<file path="config.mk">
export PLATFORM = sky130hd
export DESIGN_NAME = track_ctrl
export DESIGN_NICKNAME = d
export VERILOG_FILES = /design/src/rtl/track_ctrl_pkg.sv /design/src/rtl/track_ctrl_coord_smooth.sv /design/src/rtl/track_ctrl.sv
export SDC_FILE = /design/constraint.sdc
export NUM_CORES = 1
export LEC_CHECK = 0
export BUFFER_PORTS_ARGS = -buffer_cell sky130_fd_sc_hd__buf_2
export CORE_AREA = 2 2 133 135
export DETAILED_ROUTE_END_ITERATION = 16
export DIE_AREA = 0 0 135 137
export PLACE_DENSITY = 0.68
export SYNTH_ARGS = -nofsm -noshare
export SYNTH_HDL_FRONTEND = slang
export SYNTH_SLANG_ARGS = --single-unit
export TNS_END_PERCENT = 1
</file>
<file path="constraint.sdc">
create_clock -name iCLK -period 4.77 [get_ports iCLK]
set_input_delay 0 -clock iCLK [delete_from_list [all_inputs] [get_ports iCLK]]
set_output_delay 0 -clock iCLK [all_outputs]
set_load 0.05 [all_outputs]
</file>
<file path="src/rtl/track_ctrl_pkg.sv">
// track_ctrl_pkg: shared frame geometry, coordinate width and FSM state encoding
package track_ctrl_pkg;
  localparam int FRAME_W = 640;
  localparam int FRAME_H = 480;
  localparam int COORD_W = 11;
  localparam logic [COORD_W-1:0] COL_MAX = COORD_W'(FRAME_W - 1);
  localparam logic [COORD_W-1:0] ROW_MAX = COORD_W'(FRAME_H - 1);
  typedef enum logic [2:0] {S_DISABLED, S_SEARCH, S_ACQUIRE, S_TRACK, S_COAST} state_t;
endpackage

</file>
<file path="src/rtl/track_ctrl_coord_smooth.sv">
// coord_smooth: per-axis jump check and shift-based IIR update clamped to the axis range
module coord_smooth
  import track_ctrl_pkg::*;
#(
  parameter logic [COORD_W-1:0] AXIS_MAX = COL_MAX,
  parameter int SMOOTH_SHIFT = 2,
  parameter int MAX_JUMP = 64
) (
  input  logic [COORD_W-1:0] filt,
  input  logic [COORD_W-1:0] sample,
  output logic               near,
  output logic [COORD_W-1:0] upd
);
  logic signed [11:0] diff;
  logic signed [11:0] step;
  logic [11:0] mag;
  logic signed [12:0] sum;
  // signed delta, magnitude compare, arithmetic-shift step and clamp
  always_comb begin
    diff = {1'b0, sample} - {1'b0, filt};
    mag = diff[11] ? -diff : diff;
    near = mag <= 12'(MAX_JUMP);
    step = diff >>> SMOOTH_SHIFT;
    sum = {2'b00, filt} + {step[11], step};
    upd = sum[12] ? '0 : (sum[11:0] > {1'b0, AXIS_MAX}) ? AXIS_MAX : sum[10:0];
  end
endmodule

</file>
<file path="src/rtl/track_ctrl.sv">
// track_ctrl: frame-level acquire/track/coast controller publishing a smoothed cursor
// over valid/ready; TRACK_DROP_COUNT_EN adds an overwrite (drop) counter.
module track_ctrl
  import track_ctrl_pkg::*;
#(
  parameter int ACQ_FRAMES = 3,
  parameter int LOSE_FRAMES = 4,
  parameter int MAX_JUMP = 64,
  parameter int SMOOTH_SHIFT = 2
) (
  input  logic               iCLK,
  input  logic               iRST,
  input  logic               iEnable,
  input  logic [COORD_W-1:0] iRow,
  input  logic [COORD_W-1:0] iCol,
  input  logic               iCoordValid,
  input  logic               iPresent,
  output logic [COORD_W-1:0] oRow,
  output logic [COORD_W-1:0] oCol,
  output logic               oValid,
  input  logic               iReady,
  output logic               oTracking,
`ifdef TRACK_DROP_COUNT_EN
  output logic [7:0]         oDropCount,
  input  logic               iDropClr,
`endif
  output logic               oLost
);
  state_t state_q, state_d;
  logic cv_q, cv_d, evt_q, evt_d, hit_q, hit_d;
  logic [COORD_W-1:0] row_q, row_d, col_q, col_d;
  logic [COORD_W-1:0] filt_row_q, filt_row_d, filt_col_q, filt_col_d;
  logic [COORD_W-1:0] orow_q, orow_d, ocol_q, ocol_d;
  logic [3:0] hit_cnt_q, hit_cnt_d, miss_cnt_q, miss_cnt_d;
  logic valid_q, valid_d, track_q, track_d, lost_q, lost_d;
  logic evt, pub, near_r, near_c, near;
  logic [COORD_W-1:0] upd_r, upd_c;

  // filt doubles as the acquisition reference while in ACQUIRE
  coord_smooth #(.AXIS_MAX(ROW_MAX), .SMOOTH_SHIFT(SMOOTH_SHIFT), .MAX_JUMP(MAX_JUMP)) u_row (
    .filt(filt_row_q), .sample(row_q), .near(near_r), .upd(upd_r));
  coord_smooth #(.AXIS_MAX(COL_MAX), .SMOOTH_SHIFT(SMOOTH_SHIFT), .MAX_JUMP(MAX_JUMP)) u_col (
    .filt(filt_col_q), .sample(col_q), .near(near_c), .upd(upd_c));

  // frame-strobe edge detect and sample latch; disabled events are never seen by the FSM
  always_comb begin
    evt = iCoordValid & ~cv_q;
    cv_d = iCoordValid;
    evt_d = evt & iEnable;
    row_d = evt ? iRow : row_q;
    col_d = evt ? iCol : col_q;
    hit_d = evt ? (iPresent & (iRow <= ROW_MAX) & (iCol <= COL_MAX)) : hit_q;
    near = near_r & near_c;
  end

  // next-state logic: FSM decisions on the latched sample one cycle after the event
  always_comb begin
    state_d = state_q;
    hit_cnt_d = hit_cnt_q;
    miss_cnt_d = miss_cnt_q;
    filt_row_d = filt_row_q;
    filt_col_d = filt_col_q;
    pub = 1'b0;
    lost_d = 1'b0;
    if (!iEnable) begin
      state_d = S_DISABLED;
      hit_cnt_d = '0;
      miss_cnt_d = '0;
    end else begin
      case (state_q)
        S_DISABLED: state_d = S_SEARCH;
        S_SEARCH: if (evt_q && hit_q) begin
          filt_row_d = row_q;
          filt_col_d = col_q;
          hit_cnt_d = 4'd1;
          miss_cnt_d = '0;
          state_d = (ACQ_FRAMES == 1) ? S_TRACK : S_ACQUIRE;
          pub = (ACQ_FRAMES == 1);
        end
        S_ACQUIRE: if (evt_q) begin
          if (!hit_q) begin
            state_d = S_SEARCH;
            hit_cnt_d = '0;
          end else begin
            filt_row_d = row_q;
            filt_col_d = col_q;
            hit_cnt_d = near ? hit_cnt_q + 4'd1 : 4'd1;
            if (near && (hit_cnt_q + 4'd1 >= 4'(ACQ_FRAMES))) begin
              state_d = S_TRACK;
              miss_cnt_d = '0;
              pub = 1'b1;
            end
          end
        end
        S_TRACK, S_COAST: if (evt_q) begin
          if (hit_q && near) begin
            filt_row_d = upd_r;
            filt_col_d = upd_c;
            miss_cnt_d = '0;
            state_d = S_TRACK;
            pub = 1'b1;
          end else if (miss_cnt_q + 4'd1 >= 4'(LOSE_FRAMES)) begin
            state_d = S_SEARCH;
            miss_cnt_d = '0;
            hit_cnt_d = '0;
            lost_d = 1'b1;
          end else begin
            miss_cnt_d = miss_cnt_q + 4'd1;
            state_d = S_COAST;
            pub = 1'b1;
          end
        end
        default: state_d = S_DISABLED;
      endcase
    end
  end

  // output handshake: a publish always wins over acceptance and overwrites pending data
  always_comb begin
    track_d = (state_d == S_TRACK) || (state_d == S_COAST);
    valid_d = iEnable & (pub | (valid_q & ~iReady));
    orow_d = pub ? filt_row_d : orow_q;
    ocol_d = pub ? filt_col_d : ocol_q;
  end

`ifdef TRACK_DROP_COUNT_EN
  logic [7:0] drop_q, drop_d;
  // saturating count of publishes that replaced an unaccepted coordinate; clear wins
  always_comb begin
    drop_d = iDropClr ? 8'd0 : (pub & valid_q & ~iReady & (drop_q != 8'hFF)) ? drop_q + 8'd1 : drop_q;
  end
  // drop counter register
  always_ff @(posedge iCLK or negedge iRST) begin
    if (!iRST) drop_q <= '0;
    else drop_q <= drop_d;
  end
  assign oDropCount = drop_q;
`endif

  // state, sample and output registers
  always_ff @(posedge iCLK or negedge iRST) begin
    if (!iRST) begin
      state_q <= S_DISABLED;
      cv_q <= 1'b0;
      evt_q <= 1'b0;
      hit_q <= 1'b0;
      row_q <= '0;
      col_q <= '0;
      filt_row_q <= '0;
      filt_col_q <= '0;
      hit_cnt_q <= '0;
      miss_cnt_q <= '0;
      orow_q <= '0;
      ocol_q <= '0;
      valid_q <= 1'b0;
      track_q <= 1'b0;
      lost_q <= 1'b0;
    end else begin
      state_q <= state_d;
      cv_q <= cv_d;
      evt_q <= evt_d;
      hit_q <= hit_d;
      row_q <= row_d;
      col_q <= col_d;
      filt_row_q <= filt_row_d;
      filt_col_q <= filt_col_d;
      hit_cnt_q <= hit_cnt_d;
      miss_cnt_q <= miss_cnt_d;
      orow_q <= orow_d;
      ocol_q <= ocol_d;
      valid_q <= valid_d;
      track_q <= track_d;
      lost_q <= lost_d;
    end
  end

  assign oRow = orow_q;
  assign oCol = ocol_q;
  assign oValid = valid_q;
  assign oTracking = track_q;
  assign oLost = lost_q;
endmodule

</file>
* Word-level counts from Yosys, hierarchy flattened
Index checks and enable logic that the tools add are counted.
** Word-level totals
- Bits in registers :: 83
- Bits in latches :: 0
- RAM bits :: 0
- ROM bits :: 0
- Input port bits :: 28
- Output and inout port bits :: 25
- Logic and storage cells :: 123
- Memories kept :: 0
** Operators by class
- Add/subtract/negate cells :: 8
- $mul :: 0
- Div/mod/pow operators :: 0
- $lt $le $gt $ge :: 8
- Equal/unequal tests :: 14
- Shift-type cells :: 0
- Muxes and demuxes :: 60
- Bitwise logic cells :: 10
- Reduce and logical (&&, ||, !) cells :: 8
** Operators with widths (number)
- 2-to-1 mux 11 bit :: 16
- one-hot mux 11 bit (3 select lines) :: 2
- 2-to-1 mux 4 bit :: 16
- adder 12 x 10 -> 13 bit :: 2
- <= comparator 12 x 7 -> 1 bit, second input constant :: 2
- 2-to-1 mux 12 bit :: 2
- 2-to-1 mux 3 bit :: 8
- negator 12 bit :: 2
- one-hot mux 4 bit (3 select lines) :: 2
- subtractor 11 x 11 -> 12 bit :: 2
- != test 3 bit, second input constant :: 7
- greater-than comparator 12 x 10 -> 1 bit, second input constant :: 1
- greater-than comparator 12 x 9 -> 1 bit, second input constant :: 1
- 2-to-1 mux 1 bit :: 12
- one-hot mux 3 bit (4 select lines) :: 1
- AND reduction 6 bit :: 2
- <= comparator 11 x 10 -> 1 bit, second input constant :: 1
- <= comparator 11 x 9 -> 1 bit, second input constant :: 1
- equality test 3 x 2 -> 1 bit, second input constant :: 3
- adder 4 x 1 -> 4 bit, second input constant :: 2
- AND 1 bit :: 7
- equality test 3 bit, second input constant :: 2
- >= comparator 4 x 2 -> 1 bit, second input constant :: 1
- >= comparator 4 x 3 -> 1 bit, second input constant :: 1
- other kinds (9) :: 12

* Logic depth before layout (Yosys ltp)
- Depth in word-level cells :: 13
- Depth in mapped cells :: 19
- Mapped depth without buffers :: 19

* Modules after synthesis
From an unflattened synthesis, not the netlist that was laid out.
** Second synthesis, totals
- Cell total of the unflattened synthesis :: 719
- Area, all modules :: 6790.3 sq um
** By module, submodules not included
- track_ctrl :: times used 1, cells an instance 297, area an instance 3776.1 sq um, sequential area each 2077.0 sq um
- coord_smooth (u_col) :: times used 1, cells an instance 204, area an instance 1514.0 sq um, sequential area each 0.0 sq um
- coord_smooth (u_row) :: times used 1, cells an instance 218, area an instance 1500.2 sq um, sequential area each 0.0 sq um

* Worst setup path before layout
OpenSTA, ideal clock, no wires.
- Path type :: reg-to-reg
- From :: register filt_row_q[0]
- To :: register orow_q[4] (netlist: oRow[4])
- Library setup time :: 134 ps
- Arrival :: 4004 ps
- Required time :: 4636 ps
- Setup slack :: 632 ps
- Cell stages (with the launch flop) :: 18
- Buffers on the path :: 0
- Clock period less this slack :: 4138 ps
- Cell sequence :: dfrtp_1 ha_1 fa_1 nor2b_1 o21ai_0 a211oi_1 inv_1 ha_1 a21oi_1 o211ai_1 a41oi_1 xnor2_1 a22o_1 a22o_1 nand2_1 or2_2 a22oi_1 a31oi_1
** Between the ends
- Longest elaborated chain between the ends :: 11
- Elaborated cells between the ends (all ways) :: 22
- Those cells by class :: add/sub: 3; order compare: 2; mux: 14; bitwise: 1; reduce/logical: 2
** RTL lines
- from (decl) :: line track_ctrl.sv:32 : logic [COORD_W-1:0] filt_row_q, filt_row_d, filt_col_q, filt_col_d;
- from (signal assigned) :: line track_ctrl.sv:165 : filt_row_q <= filt_row_d;
- subtractor 11 x 11 -> 12 bit :: line track_ctrl_coord_smooth.sv:20 : diff = {1'b0, sample} - {1'b0, filt};
- negator 12 bit :: line track_ctrl_coord_smooth.sv:21 : mag = diff[11] ? -diff : diff;
- 2-to-1 mux 12 bit :: line track_ctrl_coord_smooth.sv:21
- <= comparator 12 x 7 -> 1 bit :: line track_ctrl_coord_smooth.sv:22 : near = mag <= 12'(MAX_JUMP);
- AND 1 bit :: line track_ctrl.sv:53 : near = near_r & near_c;
- logical AND 1 bit :: line track_ctrl.sv:88 : if (near && (hit_cnt_q + 4'd1 >= 4'(ACQ_FRAMES))) begin
- 2-to-1 mux 1 bit :: line track_ctrl.sv:88
- 2-to-1 mux 1 bit :: line track_ctrl.sv:81 : if (!hit_q) begin
- 2-to-1 mux 1 bit :: line track_ctrl.sv:80 : S_ACQUIRE: if (evt_q) begin
- one-hot mux 1 bit (2 select lines) :: line track_ctrl.sv:70 : case (state_q)
- 2-to-1 mux 1 bit :: line track_ctrl.sv:65 : if (!iEnable) begin
- to (signal assigned) :: line track_ctrl.sv:169 : orow_q <= orow_d;
- to (decl) :: line track_ctrl.sv:33 : logic [COORD_W-1:0] orow_q, orow_d, ocol_q, ocol_d;
Parallel ways exist; a longest one is shown, timed or not.
A chain may end at the register's enable or synchronous reset.

* Worst setup path in the final report
- From :: register filt_col_q[0]
- To :: register ocol_q[2] (netlist: oCol[2])
** Between the ends
- Elaborated cells between the ends (all ways) :: 22
- Those cells by class :: add/sub: 3; order compare: 2; mux: 14; bitwise: 1; reduce/logical: 2
** RTL lines
- from (decl) :: line track_ctrl.sv:32
- from (signal assigned) :: line track_ctrl.sv:166 : filt_col_q <= filt_col_d;
- subtractor 11 x 11 -> 12 bit :: line track_ctrl_coord_smooth.sv:20
- negator 12 bit :: line track_ctrl_coord_smooth.sv:21
- 2-to-1 mux 12 bit :: line track_ctrl_coord_smooth.sv:21
- <= comparator 12 x 7 -> 1 bit :: line track_ctrl_coord_smooth.sv:22
- AND 1 bit :: line track_ctrl.sv:53
- logical AND 1 bit :: line track_ctrl.sv:96 : if (hit_q && near) begin
- 2-to-1 mux 11 bit (*) :: line track_ctrl.sv:96
- 2-to-1 mux 11 bit (*) :: line track_ctrl.sv:95 : S_TRACK, S_COAST: if (evt_q) begin
- one-hot mux 11 bit (3 select lines) (*) :: line track_ctrl.sv:70
- 2-to-1 mux 11 bit (*) :: line track_ctrl.sv:65
- net filt_col_d[2] :: line track_ctrl.sv:32
- to (signal assigned) :: line track_ctrl.sv:170 : ocol_q <= ocol_d;
- to (decl) :: line track_ctrl.sv:33
The timed path passes the listed nets; every way through them passes the cells marked *.

==> results.txt <==
clk buf depth = 2
Worst path most repeated cell = ha_1
Cell Int Power = 0.00154 W
Multi-input gate area = 4400 um^2
Syn Inst Count = 798
CP max-delay cell = ha_1
Worst VDD drop = 0.207 mV
I/O pin cnt = 53
vias in the first global route = 5960
width of the die = 135 um
clock buffer count from CTS = 9
first-pass GRT wire length = 30300 um
Comb pwr share = 43.5%
Worst R2R Start = filt_col_q[0]
clock sink count = 83
share of cells above drive strength 1 = 15.5%
synth warn = 0
Post-synth EDFFs = 0
Mapped Area = 6760 um^2
final core utilization = 46.3%
asr flop ratio synth = 100%
Final Critical Period = 4.47 ns
period utilisation layout = 93.6%
family with the most delay on the worst path = compound AO/OA/AOI/OAI gates
Sequential Power Share = 30.2%
Net Sw Frac = 40.2%
critical path launch point = filt_col_q[0]
post-synth cell types = 78
Reg area = 2080 um^2
Fmax achieved = 224 MHz
Slew headroom = 14.4%
Setup crit end kind = flip-flop
Final Setup Violations = 0
crit-path max FO = 6
Detailed Route Iter0 Violations = 566
cell row count = 48
Final GP Congestion = 0.942
Buf/Inv on CP = 1
area delta synth->final = 17.0%
I/O Buffers = 52
Critical Path, Cell by Cell = ha_1, fa_1, nand2b_1, a211oi_2, o211ai_2, o211ai_1, inv_1, ha_1, o211a_1, nand3_1, a21oi_1, o21ai_0, xnor2_1, a2bb2oi_2, a21o_1, o2111ai_1, a31oi_1, mux2_2
register bit total from synthesis = 83
vias = 6344
Top FF cell, synth = dfrtp_1
Post-DRT Antenna Nets = 0
Post-Layout Inst Area = 7900 um^2
net switching power = 0.00104 W
Startpoint Class = flip-flop
hold slack = 0.0931 ns
CP Class = flip-flop to flip-flop
power per standard cell area = 327 nW/um^2
drt drc = 0
Fin Clk Skew = 0.00926 ns
DPL Wire Length = 13900 um
All-Layer GR Usage = 20.7%
vias per cell = 5.73
Routed WL per cell = 16.7 um
placed cell areas = 7310 um^2
Crit path largest cell delay = 0.44 ns
core region area = 17100 um^2
WP data required = 5.01 ns
P_leak = 3.53 nW
worst-margin pin slew = 1.27 ns
syn_area_per_cell = 8.47 um^2
post-synthesis sequential area ratio = 30.7%
RSZ-0062 raised after global routing = true
WL final = 18400 um
Max Transition Viols Final = 0
largest net degree at the start of global routing = 59
H-tree depth = 3
Final Hold Vio Count = 0
Non-Filler Instances = 1107
worst min path class = primary input to async pin
outcome = completed
fillers = 1694
Clk pin slew, worst setup/hold paths = 0.07 ns
clock group share of total power = 26.3%
Max-Cap Viols = 0
die area = 18500 um^2
Pre-antenna DRT Iters = 5
die height = 137 um
Syn Nets = 880
post-CTS setup buffers = 0
CP arrival = 4.70 ns
initial antenna violation count = 0
GRT overflow = 0
Clock Latency Late Sink = 0.36 ns
Nets = 959
CTS tree = yes
Starting Density = 39.6%
root buffer cell = clkbuf_16
# diodes = 0
Placed Cells = 1065
synth_stat cells (4+ instances only):
master / instances / share of area [%]
a211o_1: 7 / 0.91
a211oi_1: 7 / 0.78
a21o_1: 8 / 0.89
a21oi_1: 40 / 3.0
a22oi_1: 11 / 1.2
a31oi_1: 31 / 2.9
a41oi_1: 5 / 0.65
and2_1: 12 / 1.1
and3_1: 4 / 0.37
buf_2: 8 / 0.59
clkbuf_1: 17 / 0.94
dfrtp_1: 83 / 31
fa_1: 4 / 1.2
ha_1: 50 / 9.3
inv_1: 54 / 3.0
mux2_2: 25 / 4.2
nand2_1: 73 / 4.1
nand2b_1: 9 / 0.83
nand3_1: 49 / 3.6
nand3b_1: 5 / 0.56
nand4_1: 7 / 0.65
nor2_1: 52 / 2.9
nor2b_1: 9 / 0.83
nor3_1: 42 / 3.1
nor3b_1: 6 / 0.67
nor4_1: 11 / 1.0
o2111ai_1: 5 / 0.65
o211a_1: 4 / 0.59
o211ai_1: 8 / 0.89
o21a_1: 6 / 0.67
o21ai_0: 37 / 2.7
o22ai_1: 5 / 0.46
o31a_1: 4 / 0.52
or2_2: 4 / 0.37
xnor2_1: 21 / 2.7
xor2_1: 14 / 1.8
routing by layer:
layer / GRT usage [%] / up-vias / part of all wire, % / wire, um
met3: 4.52 / 22 / 6.3 / 1160
met4: 5.96 / 0 / 1.6 / 297
met2: 31.0 / 209 / 43 / 7840
li1: - / 3093 / - / -
met5: 0 / - / 0 / 0
met1: 29.9 / 3020 / 50 / 9150
metrics by stage:
stage / setup slack [ns] / TNS, ns / total power (W)
detailed placement: 0.225 / 0 / 0.00185
CTS: 0.209 / 0 / 0.00256
floorplan: 0.632 / 0 / 0.00161
global route: -0.0396 / -0.0822 / 0.00276
global placement: 0.242 / 0 / 0.00185
finish: 0.304 / 0 / 0.00258
registers in the layout (all words and copies together), names as in the netlist, 3 cells and up:
| register | count |
|---|---|
| miss_cnt_q | 4 |
| hit_cnt_q | 4 |
| filt_col_q | 11 |
| oCol | 11 |
| oRow | 11 |
| row_q | 11 |
| state_q | 3 |
| col_q | 11 |
| filt_row_q | 11 |
layout by cell type, fill, tap and decap left out, types with 6 or more instances in the layout:
cell type	instances
a211o_1	7
a211oi_1	6
a21o_1	8
a21oi_1	38
a22oi_1	11
a31oi_1	31
and2_1	12
buf_2	51
buf_4	19
clkbuf_16	9
dfrtp_1	83
dlygate4sd3_1	26
ha_1	50
inv_1	54
mux2_2	25
nand2_1	73
nand2b_1	9
nand3_1	49
nand4_1	7
nor2_1	52
nor2b_1	7
nor3_1	42
nor4_1	10
o211ai_1	8
o21a_1	6
o21ai_0	36
xnor2_1	20
xor2_1	13
what timing repair did:
action | 4_1_cts | 5_1_grt
endpoints found under the hold margin | 51 | 0
gates resized for setup | 0 | 10
endpoints found under the setup margin | 0 | 31
hold buffers | 26 | 0
cell type report:
type | instances | share of cell area, %
multi-input cells | 631 | 55.6
flip-flops and latches | 83 | 26.3
repair buffers | 96 | 8.33
well taps | 225 | 3.56
clock buffers | 10 | 2.90
inverters | 56 | 2.66
clock inverters | 6 | 0.633
path summary, 6_finish.rpt:
path,depth (start not counted),slack [ns],endpoint
min,2,0.09,miss_cnt_q[3]
max in group asynchronous,3,3.60,row_q[6]
max,18,0.30,oCol[2]
max reg2reg,18,0.30,oCol[2]
min in group iCLK,4,0.21,hit_q
min reg2reg,1,0.50,oRow[9]
cells by family after synthesis:
logic type | after synthesis | share of synthesized area, %
AO/OA/AOI/OAI | 216 | 22.3
XOR/XNOR | 35 | 4.54
adder cells (fa/ha/maj) | 54 | 10.4
buffers and inverters | 84 | 5.09
flip-flops | 83 | 30.7
multiplexers | 27 | 4.48
AND/OR/NAND/NOR | 299 | 22.4
power groups by stage:
stage / sequential [W] / clock [W] / combinational (W)
after detailed placement: 0.000794 / 0 / 0.00106
after CTS: 0.000780 / 0.000695 / 0.00108
after global routing: 0.000787 / 0.000721 / 0.00125
after global placement: 0.000792 / 0 / 0.00105
after floorplan: 0.000777 / 0 / 0.000830
final: 0.000781 / 0.000679 / 0.00112
No activity file was read; power rests on OpenSTA's default activity.
